--- config.mk ---
export PLATFORM = sky130hd
export DESIGN_NAME = iram_loader_flat
export DESIGN_NICKNAME = d
export VERILOG_FILES = /design/src/rtl/iram_loader_pkg.sv /design/src/rtl/iram_loader_if.sv /design/src/rtl/iram_loader_byte_to_word.sv /design/src/rtl/iram_loader.sv /design/src/flat_wrapper.sv
export SDC_FILE = /design/constraint.sdc
export NUM_CORES = 1
export LEC_CHECK = 0
export CAP_MARGIN = 10
export CORE_UTILIZATION = 30
export CTS_CLUSTER_SIZE = 20
export DETAILED_ROUTE_END_ITERATION = 8
export GPL_TIMING_DRIVEN = 0
export PLACE_DENSITY = 0.49
export SLEW_MARGIN = 40
export SYNTH_ARGS = -nofsm -noshare
export SYNTH_HDL_FRONTEND = slang
export SYNTH_SLANG_ARGS = --single-unit
--- constraint.sdc ---
create_clock -name clk -period 1.8 [get_ports clk]
set_input_delay 0.18 -clock clk [delete_from_list [all_inputs] [get_ports clk]]
set_output_delay 0.18 -clock clk [all_outputs]
set_load 0.05 [all_outputs]
--- src/rtl/iram_loader_pkg.sv ---
// rtl/iram_loader_pkg.sv - shared loader constants and FSM state type
package loader_pkg;

  localparam logic [7:0] LOADER_MAGIC = 8'hA5;
  localparam int         COUNT_WIDTH  = 16;

  typedef enum logic [2:0] {
    S_IDLE,
    S_CNT_LO,
    S_CNT_HI,
    S_DATA,
    S_WRITE,
    S_CSUM,
    S_DONE,
    S_ERROR
  } loader_state_t;

endpackage

--- src/rtl/iram_loader_if.sv ---
// rtl/iram_loader_if.sv - byte stream in, instruction-RAM write port out
interface iram_loader_if #(
  parameter int width       = 16,
  parameter int iaddr_width = 8
);
  logic [7:0]             rx_data;
  logic                   rx_valid;
  logic                   rx_ready;
  logic [iaddr_width-1:0] iaddr_write;
  logic [width-1:0]       idata_write;
  logic                   i_write;

  modport master (
    output rx_data, rx_valid,
    input  rx_ready, iaddr_write, idata_write, i_write
  );

  modport slave (
    input  rx_data, rx_valid,
    output rx_ready, iaddr_write, idata_write, i_write
  );
endinterface

--- src/rtl/iram_loader_byte_to_word.sv ---
// rtl/iram_loader_byte_to_word.sv - LSB-first byte assembler for one instruction word
module byte_to_word #(
  parameter int width = 16
) (
  input  logic             clk,
  input  logic             reset,
  input  logic             clear,
  input  logic [7:0]       byte_data,
  input  logic             byte_valid,
  output logic [width-1:0] word,
  output logic             word_valid
);
  localparam int BYTES = width / 8;

  logic [width-1:0] shift;
  logic [7:0]       cnt;

  // word already includes the byte arriving this cycle, so the caller can
  // issue the write on the very next clock without stalling the stream
  assign word       = (shift >> 8) | (width'(byte_data) << (width - 8));
  assign word_valid = byte_valid && (cnt == 8'(BYTES - 1));

  always_ff @(posedge clk) begin
    if (reset || clear) begin
      shift <= '0;
      cnt   <= '0;
    end else if (byte_valid) begin
      shift <= word;
      cnt   <= word_valid ? 8'd0 : cnt + 8'd1;
    end
  end
endmodule

--- src/rtl/iram_loader.sv ---
// rtl/iram_loader.sv - boot loader: framed byte stream to instruction RAM, gates CPU reset
module iram_loader
  import loader_pkg::*;
#(
  parameter int width       = 16,
  parameter int iaddr_width = 8
) (
  input  logic         clk,
  input  logic         reset,
  iram_loader_if.slave bus,
  output logic         cpu_reset,
  output logic         load_done,
  output logic         load_error
);
  localparam logic [COUNT_WIDTH:0] CAPACITY = (COUNT_WIDTH+1)'(1) << iaddr_width;

  loader_state_t          state, state_n;
  logic [iaddr_width-1:0] addr, addr_n;
  logic [COUNT_WIDTH-1:0] remaining, remaining_n;
  logic [7:0]             sum, sum_n, cnt_lo, cnt_lo_n;
  logic                   rx_ready, rx_ready_n, i_write, i_write_n;
  logic [iaddr_width-1:0] iaddr_q, iaddr_n;
  logic [width-1:0]       idata_q, idata_n;
  logic                   cpu_reset_n, load_done_n, load_error_n;
  logic                   take, clear, byte_valid, word_valid;
  logic [width-1:0]       word;
  logic [COUNT_WIDTH-1:0] count;

  assign take       = bus.rx_valid && rx_ready;
  assign byte_valid = take && (state == S_DATA);
  assign count      = {bus.rx_data, cnt_lo};

  byte_to_word #(.width(width)) u_b2w (
    .clk        (clk),
    .reset      (reset),
    .clear      (clear),
    .byte_data  (bus.rx_data),
    .byte_valid (byte_valid),
    .word       (word),
    .word_valid (word_valid)
  );

  always_comb begin
    state_n      = state;
    addr_n       = addr;
    remaining_n  = remaining;
    sum_n        = sum;
    cnt_lo_n     = cnt_lo;
    rx_ready_n   = 1'b1;
    i_write_n    = 1'b0;
    iaddr_n      = iaddr_q;
    idata_n      = idata_q;
    cpu_reset_n  = cpu_reset;
    load_done_n  = load_done;
    load_error_n = load_error;
    clear        = 1'b0;
    case (state)
      S_IDLE, S_DONE, S_ERROR: begin
        if (take && bus.rx_data == LOADER_MAGIC) begin
          state_n      = S_CNT_LO;
          load_done_n  = 1'b0;
          load_error_n = 1'b0;
          cpu_reset_n  = 1'b1;
          addr_n       = '0;
          sum_n        = '0;
          clear        = 1'b1;
        end
      end
      S_CNT_LO: begin
        if (take) begin
          cnt_lo_n = bus.rx_data;
          state_n  = S_CNT_HI;
        end
      end
      S_CNT_HI: begin
        if (take) begin
          if (count == '0 || {1'b0, count} > CAPACITY) begin
            state_n      = S_ERROR;
            load_error_n = 1'b1;
          end else begin
            remaining_n = count;
            state_n     = S_DATA;
          end
        end
      end
      S_DATA: begin
        if (take) begin
          sum_n = sum + bus.rx_data;
          if (word_valid) begin
            state_n    = S_WRITE;
            i_write_n  = 1'b1;
            iaddr_n    = addr;
            idata_n    = word;
            rx_ready_n = 1'b0;
          end
        end
      end
      S_WRITE: begin
        addr_n      = addr + 1'b1;
        remaining_n = remaining - 1'b1;
        state_n     = (remaining == 1) ? S_CSUM : S_DATA;
      end
      S_CSUM: begin
        if (take) begin
          if (bus.rx_data == sum) begin
            state_n     = S_DONE;
            cpu_reset_n = 1'b0;
            load_done_n = 1'b1;
          end else begin
            state_n      = S_ERROR;
            load_error_n = 1'b1;
          end
        end
      end
      default: state_n = S_IDLE;
    endcase
  end

  always_ff @(posedge clk) begin
    if (reset) begin
      state      <= S_IDLE;
      addr       <= '0;
      remaining  <= '0;
      sum        <= '0;
      cnt_lo     <= '0;
      rx_ready   <= 1'b1;
      i_write    <= 1'b0;
      iaddr_q    <= '0;
      idata_q    <= '0;
      cpu_reset  <= 1'b1;
      load_done  <= 1'b0;
      load_error <= 1'b0;
    end else begin
      state      <= state_n;
      addr       <= addr_n;
      remaining  <= remaining_n;
      sum        <= sum_n;
      cnt_lo     <= cnt_lo_n;
      rx_ready   <= rx_ready_n;
      i_write    <= i_write_n;
      iaddr_q    <= iaddr_n;
      idata_q    <= idata_n;
      cpu_reset  <= cpu_reset_n;
      load_done  <= load_done_n;
      load_error <= load_error_n;
    end
  end

  assign bus.rx_ready    = rx_ready;
  assign bus.i_write     = i_write;
  assign bus.iaddr_write = iaddr_q;
  assign bus.idata_write = idata_q;
endmodule
--- src/flat_wrapper.sv ---
// flat-port wrapper written by rule: the top's interface ports become plain ports
module iram_loader_flat import loader_pkg::*;
#(
  parameter int width       = 16,
  parameter int iaddr_width = 8
)
  (clk, reset, cpu_reset, load_done, load_error, bus_rx_data, bus_rx_valid, bus_rx_ready, bus_iaddr_write, bus_idata_write, bus_i_write);
  iram_loader_if #(.width(width), .iaddr_width(iaddr_width)) bus_i ();
  input  logic clk;
  input  logic reset;
  output logic cpu_reset;
  output logic load_done;
  output logic load_error;
  input wire logic [$bits(bus_i.rx_data)-1:0] bus_rx_data;
  input wire logic [$bits(bus_i.rx_valid)-1:0] bus_rx_valid;
  output wire logic [$bits(bus_i.rx_ready)-1:0] bus_rx_ready;
  output wire logic [$bits(bus_i.iaddr_write)-1:0] bus_iaddr_write;
  output wire logic [$bits(bus_i.idata_write)-1:0] bus_idata_write;
  output wire logic [$bits(bus_i.i_write)-1:0] bus_i_write;
  assign bus_i.rx_data = bus_rx_data;
  assign bus_i.rx_valid = bus_rx_valid;
  assign bus_rx_ready = bus_i.rx_ready;
  assign bus_iaddr_write = bus_i.iaddr_write;
  assign bus_idata_write = bus_i.idata_write;
  assign bus_i_write = bus_i.i_write;
  iram_loader #(.width(width), .iaddr_width(iaddr_width)) u_core (.clk(clk), .reset(reset), .bus(bus_i), .cpu_reset(cpu_reset), .load_done(load_done), .load_error(load_error));
endmodule
==> results.md, run 1 <==
- Status: finished with violations
- Violated checks: setup timing
- First-pass GRT wire length: 20100 µm
- Pleak: 2.26 nW
- Die footprint: 14600 µm²
- Port bufs: 37
- Initial core utilization: 30.6%
- Number of core rows: 43
- Synth top area share: 41.6%
- Slowest cell on crit path: or4_4
- Drt total wl: 13000 µm
- H-tree levels: 3
- Mapped cell area: 4230 µm²
- Clock latency on the worst-skew pair: 0.35 ns
- FF+latch area: 1780 µm²
- RSZ-0062 raised after global routing: yes
- CP Cell Sequence: or4_4, or3_4, and4_4, or2_0, a32o_1
- Post-DR vias/cell: 5.20
- Fill count: 1338
- XOR/XNOR share of the synthesized area: 2.48%
- Clock sink count: 88
- Seq/Total Area, Yosys: 41.6%
- Vias post-DR: 4020
- Slew HR: 48.3%
- CTS root buffer: clkbuf_16
- Worst setup margin: -0.243 ns
- Largest net degree at the start of global routing: 17
- Remaining DRCs: 0
- Worst ir drop on vdd: 0.443 mV
- Antenna Violating Nets Remaining: 0
- Yosys warns: 0
- Clock skew: 0.00861 ns
- Die Y: 121 µm
- Critical path type: reg -> reg
- # diodes: 0
- Cells taking the most area after synthesis: dfxtp_1, nand2_1, a21oi_1
- Fmax: 490 MHz
- Hold buffer count at CTS: 0
- WL per Instance: 16.8 µm
- Placed inst area: 4880 µm²
- Simple-Gate Fraction of Synth Area: 27.1%
- Setup slack at placement: -0.974 ns
- Pwr/cell area: 706 nW/µm²
- Worst-margin pin slew: 0.776 ns
- Clock buffer depth: 2
- Critical path launch point type: flip-flop
- Worst-path clk slew: 0.07 ns
- Synth Area in Compound Gates: 17.8%
- Synth Area in Adders: 4.02%
- Share of layout cells above drive strength 1: 30.4%
- Min cycle time layout: 2.04 ns
- GR Overflow Total: 0
- Crit path DAT: 2.28 ns
- DRT iter0 DRCs: 151
- GP Congestion: 0.864
- Register bit total from synthesis: 88
- Top FF cell, synth: dfxtp_1
- Top cells by count, synth: dfxtp_1, nand2_1, a21oi_1
- Slew Limit Fails: 0
- Initial antenna violation count: 0
- Final setup violation count: 61
- Fin Setup TNS: -6.39 ns
- Final net count: 612
- Final Hold Vio Count: 0
- GR Util All Layers: 17.9%
- WP data required: 2.04 ns
- CTS Buf Count: 9
- HPWL after DPL: 8390 µm
- Final instance area: 6110 µm²
- Vias in the first global route: 3870
- Distinct cells, synth: 69
- Hold Crit Class: in -> reg
- Largest family of logic cells by synthesized area: simple AND/OR/NAND/NOR gates
- Tcrit/Tclk final: 113%
- Post-synth top area cell: dfxtp_1
- Cells after Synth: 512
- IO Pins: 40
- Crit end category: flip-flop
- Mapped Nets: 536
- Async SR Flop Fraction: 0%
- TritonRoute pass-1 iters: 5
- Slowest stage delay, CP: 0.54 ns
- Core box area: 13800 µm²
- Design Power: 4.31 mW
- Post-synth EDFFs: 0
- Proportion of synthesized area in mux cells: 2.63%
- Mean Syn Cell Area: 8.26 µm²
- Max_cap viols: 0
- Die X: 121 µm
- Area Growth Syn to Fin: 44.4%
- Critical Path Fanout Max: 5
- Area occupied by multi-input gates: 2780 µm²
- TritonCTS clock tree: built
- Top-count cell post-synth: dfxtp_1
==> routing by layer <==
metal | track usage [%] | routed length [µm] | part of all wire [%] | vias to the layer above
met3 | 3.07 | 556 | 4.3 | 18
met2 | 29.0 | 6060 | 47 | 78
met4 | 6.64 | 194 | 1.5 | 0
li1 | - | - | - | 1976
met5 | 0 | 0 | 0 | -
met1 | 23.7 | 6150 | 47 | 1948
==> logic make-up after synthesis <==
logic type	count (synthesis)
AND/OR/NAND/NOR	229
buffers and inverters	41
multiplexers	11
XOR/XNOR	12
flip-flops	88
AO/OA/AOI/OAI	118
adder cells (fa/ha/maj)	13
==> critical path: cells and delay by family, from the launching register on <==
family / cells / cell delay, ns
simple gates: 4 / 1.41
flops: 1 / 0.32
compound gates: 1 / 0.20
==> final cells by class <==
type,instances,share of cell area [%]
multi-input combinational,383,45.6
sequential,88,29.1
buffer,25,3.48
tap,180,3.69
inverter,14,0.860
clock buffer,10,3.75
timing repair buffer,67,12.2
clock inverter,6,1.25
==> cell usage in the layout (no fill, tap or decap), types with 6 or more instances in the layout <==
cell / count
a21oi_1: 30
nand3_1: 12
o21ai_0: 9
or3_1: 6
and4_1: 6
ha_1: 8
inv_1: 13
nor2_1: 41
nor2_2: 8
nand2_1: 61
dfxtp_2: 6
a21oi_2: 29
buf_4: 16
nand2_2: 8
dfxtp_1: 79
a31oi_1: 6
clkdlybuf4s50_1: 30
clkbuf_16: 12
buf_6: 10
buf_8: 7
nor3_1: 15
mux2i_1: 10
xor2_1: 6
and3_1: 6
clkbuf_1: 9
xnor2_1: 6
nand2_4: 14
==> worst paths after layout <==
path              cells after the start  slack [ns]                                 endpoint                            from
setup reg to reg                      5       -0.24        u_core.remaining[14]$_SDFFE_PP0P_   u_core.cnt_lo[7]$_SDFFE_PP0P_
hold reg to reg                       2        0.44           u_core.load_error$_SDFFE_PP0P_  u_core.load_error$_SDFFE_PP0P_
hold / removal                        3        0.28  u_core.bus.idata_write[11]$_SDFFE_PP0P_                  bus_rx_data[3]
setup / recovery                      5       -0.24        u_core.remaining[14]$_SDFFE_PP0P_   u_core.cnt_lo[7]$_SDFFE_PP0P_
==> stage by stage <==
stage / std cells / hold WS [ns] / util, %
floorplan: 512 / 0.314 / -
global placement: 729 / 0.440 / 35.2
detailed placement: 729 / 0.440 / 35.3
CTS: 771 / 0.277 / 41.1
global route: 773 / 0.281 / 44.2
finish: 773 / 0.285 / 44.2
==> state kept, by name (all words and copies together) (netlist names), 3 cells and up <==
signal and flops:
u_core.u_b2w.shift 8, u_core.remaining 16, u_core.cnt_lo 8, u_core.bus.idata_write 16
u_core.state 3, u_core.bus.iaddr_write 8, u_core.addr 8, u_core.sum 8
u_core.u_b2w.cnt 8
==> power by group <==
group | total, mW | internal [mW] | leakage, nW | switching (mW)
combinational | 0.374 | 0.150 | 1.40 | 0.224
clock | 1.96 | 1.10 | 0.150 | 0.861
sequential | 1.98 | 1.96 | 0.713 | 0.0151
total | 4.31 | 3.21 | 2.26 | 1.10
==> repair_timing <==
action / in CTS / in global routing
pin swaps: 20 / 26
gates resized for setup: 82 / 98
endpoints found under the setup margin: 88 / 87
setup buffers: 24 / 2
cloned: 2 / 3
No activity file was read; power rests on OpenSTA's default activity.
==> run 2: changes to the inputs <==
Settings changed: CAP_MARGIN 10 to 20, CORE_UTILIZATION 30 to 52, PLACE_DENSITY 0.49 to 0.76.
==> run 2 against run 1 <==
  * Critical path type unchanged
  * Global-route usage up 12 points
  * Non-clock buffer count fell by 5
  * Sequential power hardly changed
  * Clock power is 20% lower
  * Utilization is 30 points higher
  * The flow still finishes with violations (setup timing)
  * Hold slack lost 0.14 ns
  * Sequential cell count unchanged
  * Die area is 42% lower
  * First-iteration DRC count grew to 2.8 times the previous value
  * Total power decreased by 9.0%
  * Clock skew hardly changed
  * Wire length decreased by 3.1%
==> results.md, run 2 (synthesis gave the netlist of run 1 again) <==
- Share of layout cells above drive strength 1: 28.9% (was 30.4%)
- Crit path DAT: 2.34 ns (was 2.28 ns)
- Worst R2R Path Depth: 5 (unchanged)
- GP Congestion: 0.966 (was 0.864)
- Clock latency on the worst-skew pair: 0.37 ns (was 0.35 ns)
- Critical path type: reg -> reg (unchanged)
- DRT iter0 DRCs: 429 (was 151)
- Design Power: 3.92 mW (was 4.31 mW)
- Most common cell after layout, fill and taps aside: dfxtp_1 (unchanged)
- Clock sink count: 88 (unchanged)
- Slowest stage delay, CP: 0.55 ns (was 0.54 ns)
- GR Util All Layers: 29.8% (was 17.9%)
- TritonCTS clock tree: built (unchanged)
- WL per Instance: 18.2 µm (was 16.8 µm)
- Die X: 92.2 µm (was 121 µm)
- Max_cap viols: 0 (unchanged)
- Area Growth Syn to Fin: 36.4% (was 44.4%)
- Number of core rows: 32 (was 43)
- Die footprint: 8500 µm² (was 14600 µm²)
- Worst setup margin: -0.271 ns (was -0.243 ns)
- Min cycle time layout: 2.07 ns (was 2.04 ns)
- First-pass GRT wire length: 19700 µm (was 20100 µm)
- Largest net degree at the start of global routing: 17 (unchanged)
- Antenna Violating Nets Remaining: 0 (unchanged)
- Pwr/cell area: 680 nW/µm² (was 706 nW/µm²)
- Core box area: 7810 µm² (was 13800 µm²)
- Slew Limit Fails: 0 (unchanged)
- Final Hold Vio Count: 0 (unchanged)
- WP data required: 2.07 ns (was 2.04 ns)
- Drt total wl: 12500 µm (was 13000 µm)
- Clock buffer depth: 2 (unchanged)
- Slowest cell on crit path: or4_4 (unchanged)
- Routing usage on met1: 37.0% (was 23.7%)
- Tcrit/Tclk final: 115% (was 113%)
- Initial core utilization: 54.2% (was 30.6%)
- GR Layer Usage met2: 49.7% (was 29.0%)
- Critical Path Fanout Max: 5 (unchanged)
- Clock skew: 0.00852 ns (was 0.00861 ns)
- Hold Crit Class: in -> reg (unchanged)
- Remaining DRCs: 0 (unchanged)
- Fin Setup TNS: -6.94 ns (was -6.39 ns)
- Most crowded layer after global routing: met2 (unchanged)
- Pleak: 2.19 nW (was 2.26 nW)
- H-tree levels: 3 (unchanged)
- Vias post-DR: 4212 (was 4020)
- GR Overflow Total: 0 (unchanged)
- Port bufs: 37 (unchanged)
- Hold_ws: 0.140 ns (was 0.285 ns)
- Worst-path clk slew: 0.09 ns (was 0.07 ns)
- Final setup violation count: 48 (was 61)
- FF+latch area: 1780 µm² (unchanged)
- CP Cell Sequence: or4_4, or3_4, and4_4, or2_0, a32o_1 (unchanged)
- Worst ir drop on vdd: 0.479 mV (was 0.443 mV)
- HPWL after DPL: 7690 µm (was 8390 µm)
- Critical path launch point type: flip-flop (unchanged)
- TritonRoute pass-1 iters: 5 (unchanged)
- Fill count: 529 (was 1338)
- Fmax: 483 MHz (was 490 MHz)
- Status: finished with violations (unchanged)
- Area occupied by multi-input gates: 2780 µm² (about the same)
- Violated checks: setup timing (unchanged)
- IO Pins: 40 (unchanged)
- Crit path depth: 5 (unchanged)
- Met3 track demand over resource: 6.05% (was 3.07%)
- Hold buffer count at CTS: 0 (unchanged)
- Initial antenna violation count: 0 (unchanged)
- # diodes: 0 (unchanged)
- CTS root buffer: clkbuf_8 (was clkbuf_16)
- Die Y: 92.2 µm (was 121 µm)
- Post-DR vias/cell: 6.10 (was 5.20)
- Hold path depth: 3 (unchanged)
- Worst-margin pin slew: 0.821 ns (was 0.776 ns)
- RSZ-0062 raised after global routing: yes (unchanged)
- Crit end category: flip-flop (unchanged)
- Crit-path leading delay family: simple AND/OR/NAND/NOR gates (unchanged)
- Slew HR: 45.2% (was 48.3%)
- Final net count: 607 (was 612)
- Worst path bufs/invs: 0 (unchanged)
- Most frequent cells in the layout: dfxtp_1, nand2_1, nor2_1 (unchanged)
- Vias in the first global route: 4025 (was 3870)
- CTS Buf Count: 9 (unchanged)
run 2: changes by cell type in the layout (fill, tap and decap cells not counted), sizes merged:
cell,delta
clkinv,-1
clkbuf,-4
clkinvlp,+1
bufinv,+1
dlymetal6s2s,+1
clkdlybuf4s15,-3
run 2: power breakdown:
group | internal (mW) | total [mW] | switching [mW]
Combinational | 0.149 | 0.377 | 0.229
Clock | 0.794 | 1.57 | 0.774
Sequential | 1.96 | 1.98 | 0.0171
run 2: repair_timing:
item,CTS,global route
gates cloned,4,0
resized for setup,83,89
setup endpoints to repair,88,86
setup buffers,16,6
pin swaps,23,32
run 2: worst register-to-register path, delay by kind of cell, from the launching register on:
family / cells / cell delay [ns]
compound gates: 1 / 0.20
simple gates: 4 / 1.42
flops: 1 / 0.34
run 2: path summary, 6_finish.rpt:
| path | startpoint | to | slack, ns |
|---|---|---|---|
| worst max-delay path | u_core.cnt_lo[0]$_SDFFE_PP0P_ | u_core.remaining[14]$_SDFFE_PP0P_ | -0.27 |
| worst min-delay path | bus_rx_data[3] | u_core.u_b2w.shift[11]$_SDFFE_PP0N_ | 0.14 |
| worst max register to register | u_core.cnt_lo[0]$_SDFFE_PP0P_ | u_core.remaining[14]$_SDFFE_PP0P_ | -0.27 |
| worst min register to register | u_core.bus.idata_write[13]$_SDFFE_PP0P_ | u_core.bus.idata_write[13]$_SDFFE_PP0P_ | 0.46 |
run 2: area by class of cell:
| cell class | instances | area share, % |
|---|---|---|
| repair buffers | 62 | 10.7 |
| multi-input cells | 383 | 48.1 |
| well taps | 102 | 2.21 |
| inverters | 14 | 0.910 |
| flip-flops and latches | 88 | 30.8 |
| clock inverters | 7 | 1.71 |
| plain buffers | 25 | 3.36 |
| clock buffers | 9 | 2.15 |
run 2: routing by layer:
| layer | vias up | part of all wire, % |
|---|---|---|
| met2 | 192 | 47 |
| met3 | 43 | 8.2 |
| met5 | - | 0 |
| met4 | 0 | 3.4 |
| li1 | 1964 | - |
| met1 | 2013 | 42 |
run 2: stage by stage:
stage          utilization, %  worst slack, ns  std cells  cell area, µm²
3_3_place_gp             61.1           -0.963        651            4770
4_1_cts                  69.1           -0.284        686            5390
3_5_place_dp             61.2            -1.02        651            4780
6_report                 73.9           -0.271        690            5770
5_1_grt                  73.9           -0.311        690            5770
2_1_floorplan               -           -0.125        512            4280
==> run 3: changes to the inputs <==
Settings changed: SLEW_MARGIN 40 to not set.
==> run 3 against run 2 <==
  * The run still ends with setup timing left
  * Clock-buffer cell count did not move
  * Final cell count grew 1.4%
  * Utilization increased by 3.6 points
  * Fmax rose by 0.77%
  * Critical path type unchanged
  * Critical endpoint is now u_core.bus.idata_write[13]$_SDFFE_PP0P_
  * Highest routed layer unchanged
==> results.md, run 3 (synthesis gave the netlist of run 1 again) <==
- Tcrit/Tclk final: 114% (was 115%)
- Slew Limit Fails: 0 (unchanged)
- WL per Instance: 19.6 µm (was 18.2 µm)
- Hold Crit Class: in -> reg (unchanged)
- Hold_ws: 0.152 ns (was 0.140 ns)
- Die Y: 92.2 µm (unchanged)
- Pwr/cell area: 659 nW/µm² (was 680 nW/µm²)
- # diodes: 0 (unchanged)
- RSZ-0062 raised after global routing: yes (unchanged)
- Final Hold Vio Count: 0 (unchanged)
- Number of core rows: 32 (unchanged)
- Fmax: 487 MHz (was 483 MHz)
- Port bufs: 37 (unchanged)
- Critical path launch point type: flip-flop (unchanged)
- Drt total wl: 13700 µm (was 12500 µm)
- Critical Path Fanout Max: 6 (was 5)
- GR Overflow Total: 0 (unchanged)
- Setup slack at placement: -0.984 ns (was -1.02 ns)
- IO Pins: 40 (unchanged)
- Vias post-DR: 4340 (was 4212)
- Min cycle time layout: 2.05 ns (was 2.07 ns)
- Clock skew: 0.0116 ns (was 0.00852 ns)
- Die X: 92.2 µm (unchanged)
- Critical path type: reg -> reg (unchanged)
- Largest net degree at the start of global routing: 17 (unchanged)
- CTS root buffer: clkbuf_8 (unchanged)
- Worst ir drop on vdd: 0.453 mV (was 0.479 mV)
- Most frequent cells in the layout: dfxtp_1, nand2_1, nor2_1 (unchanged)
- Non-Filler Instances: 700 (was 690)
- Status: finished with violations (unchanged)
- Crit path DAT: 2.35 ns (was 2.34 ns)
- DRT iter0 DRCs: 437 (was 429)
- Dpl cells: 651 (unchanged)
- TritonRoute pass-1 iters: 6 (was 5)
- Remaining DRCs: 0 (unchanged)
- Initial core utilization: 54.2% (unchanged)
- GP Congestion: 0.966 (unchanged)
- Area Growth Syn to Fin: 43.1% (was 36.4%)
- CTS Buf Count: 9 (unchanged)
- Clock latency on the worst-skew pair: 0.37 ns (about the same)
- Violated checks: setup timing (unchanged)
- Share of layout cells above drive strength 1: 33.8% (was 28.9%)
- Worst-margin pin slew: 0.764 ns (was 0.821 ns)
- FF+latch area: 1780 µm² (about the same)
- Core box area: 7810 µm² (unchanged)
- Die footprint: 8500 µm² (unchanged)
- WP data required: 2.10 ns (was 2.07 ns)
- Hold buffer count at CTS: 0 (unchanged)
- Most common cell after layout, fill and taps aside: dfxtp_1 (unchanged)
- Design Power: 3.99 mW (was 3.92 mW)
- Clock sink count: 88 (unchanged)
- Vias in the first global route: 4112 (was 4025)
- Pleak: 2.27 nW (was 2.19 nW)
- TritonCTS clock tree: built (unchanged)
- First-pass GRT wire length: 20000 µm (was 19700 µm)
- Crit end category: flip-flop (unchanged)
- R2R Setup Slk: -0.25 ns (was -0.27 ns)
- GR Util All Layers: 30.2% (was 29.8%)
- Initial antenna violation count: 0 (unchanged)
- HPWL after DPL: 7610 µm (was 7690 µm)
- Final net count: 617 (was 607)
- Final setup violation count: 58 (was 48)
- Post-DR vias/cell: 6.20 (was 6.10)
- Max_cap viols: 0 (unchanged)
- Worst setup margin: -0.255 ns (was -0.271 ns)
- Slew HR: 49.0% (was 45.2%)
- Fill count: 476 (was 529)
- Area occupied by multi-input gates: 2910 µm² (was 2780 µm²)
- H-tree levels: 3 (unchanged)
- Clock buffer depth: 2 (unchanged)
- Antenna Violating Nets Remaining: 0 (unchanged)
- Worst-path clk slew: 0.10 ns (was 0.09 ns)
==> run 3: cell types whose count changed in the layout (fill, tap and decap cells not counted), moves of 4 or more <==
cell and delta:
a21oi_2 +5, buf_12 +4, nor2_4 +5, a21oi_1 -5
buf_6 +4, nor2_1 -8
==> run 3: per-stage QoR <==
stage	utilization (%)	cell area, µm²	setup TNS, ns
2_1_floorplan	-	4280	-1.41
3_3_place_gp	61.1	4770	-51.96
3_5_place_dp	61.1	4770	-53.01
4_1_cts	70.4	5490	-8.28
5_1_grt	77.5	6050	-12.07
6_report	77.5	6050	-7.55
==> run 3: worst max-delay path, cell delays in order (launching register included) <==
cell     delay (ns)
dfxtp_2        0.34
inv_2          0.06
ha_4           0.11
or4b_4         0.46
nor4_4         0.16
buf_6          0.17
and2_4         0.24
buf_6          0.16
nand2_1        0.10
a21oi_2        0.16
==> run 3: cell type report <==
cell class	count	share of cell area, %
Clock inverter	7	1.63
Clock buffer	9	2.05
Timing Repair Buffer	73	12.3
Multi-Input combinational cell	383	48.0
Sequential cell	88	29.5
Tap cell	102	2.11
Inverter	14	0.868
Buffer	24	3.56
==> run 3: worst paths after layout <==
path                                                  startpoint                                       to  cells past startpoint
worst min-delay path                              bus_rx_data[3]  u_core.bus.idata_write[11]$_SDFFE_PP0P_                      3
worst min register to register    u_core.load_error$_SDFFE_PP0P_           u_core.load_error$_SDFFE_PP0P_                      2
worst max-delay path            u_core.u_b2w.cnt[1]$_SDFFE_PP0N_  u_core.bus.idata_write[13]$_SDFFE_PP0P_                      9
worst max register to register  u_core.u_b2w.cnt[1]$_SDFFE_PP0N_  u_core.bus.idata_write[13]$_SDFFE_PP0P_                      9
==> run 3: power breakdown <==
part	internal, mW	switching, mW	total, mW
Combinational	0.169	0.259	0.428
Clock	0.795	0.793	1.59
Sequential	1.96	0.0153	1.98
Total	2.92	1.07	3.99
==> run 3: repair_timing <==
item	CTS	global route
setup endpoints to repair	88	88
pin swaps	24	51
gates cloned	4	2
resized for setup	87	138
setup buffers	25	8
==> run 3: routing by layer <==
| layer | wire length (µm) | global-route usage [%] |
|---|---|---|
| met5 | 0 | 0 |
| met4 | 497 | 13.9 |
| met3 | 1060 | 6.80 |
| met2 | 6690 | 50.9 |
| met1 | 5470 | 36.4 |
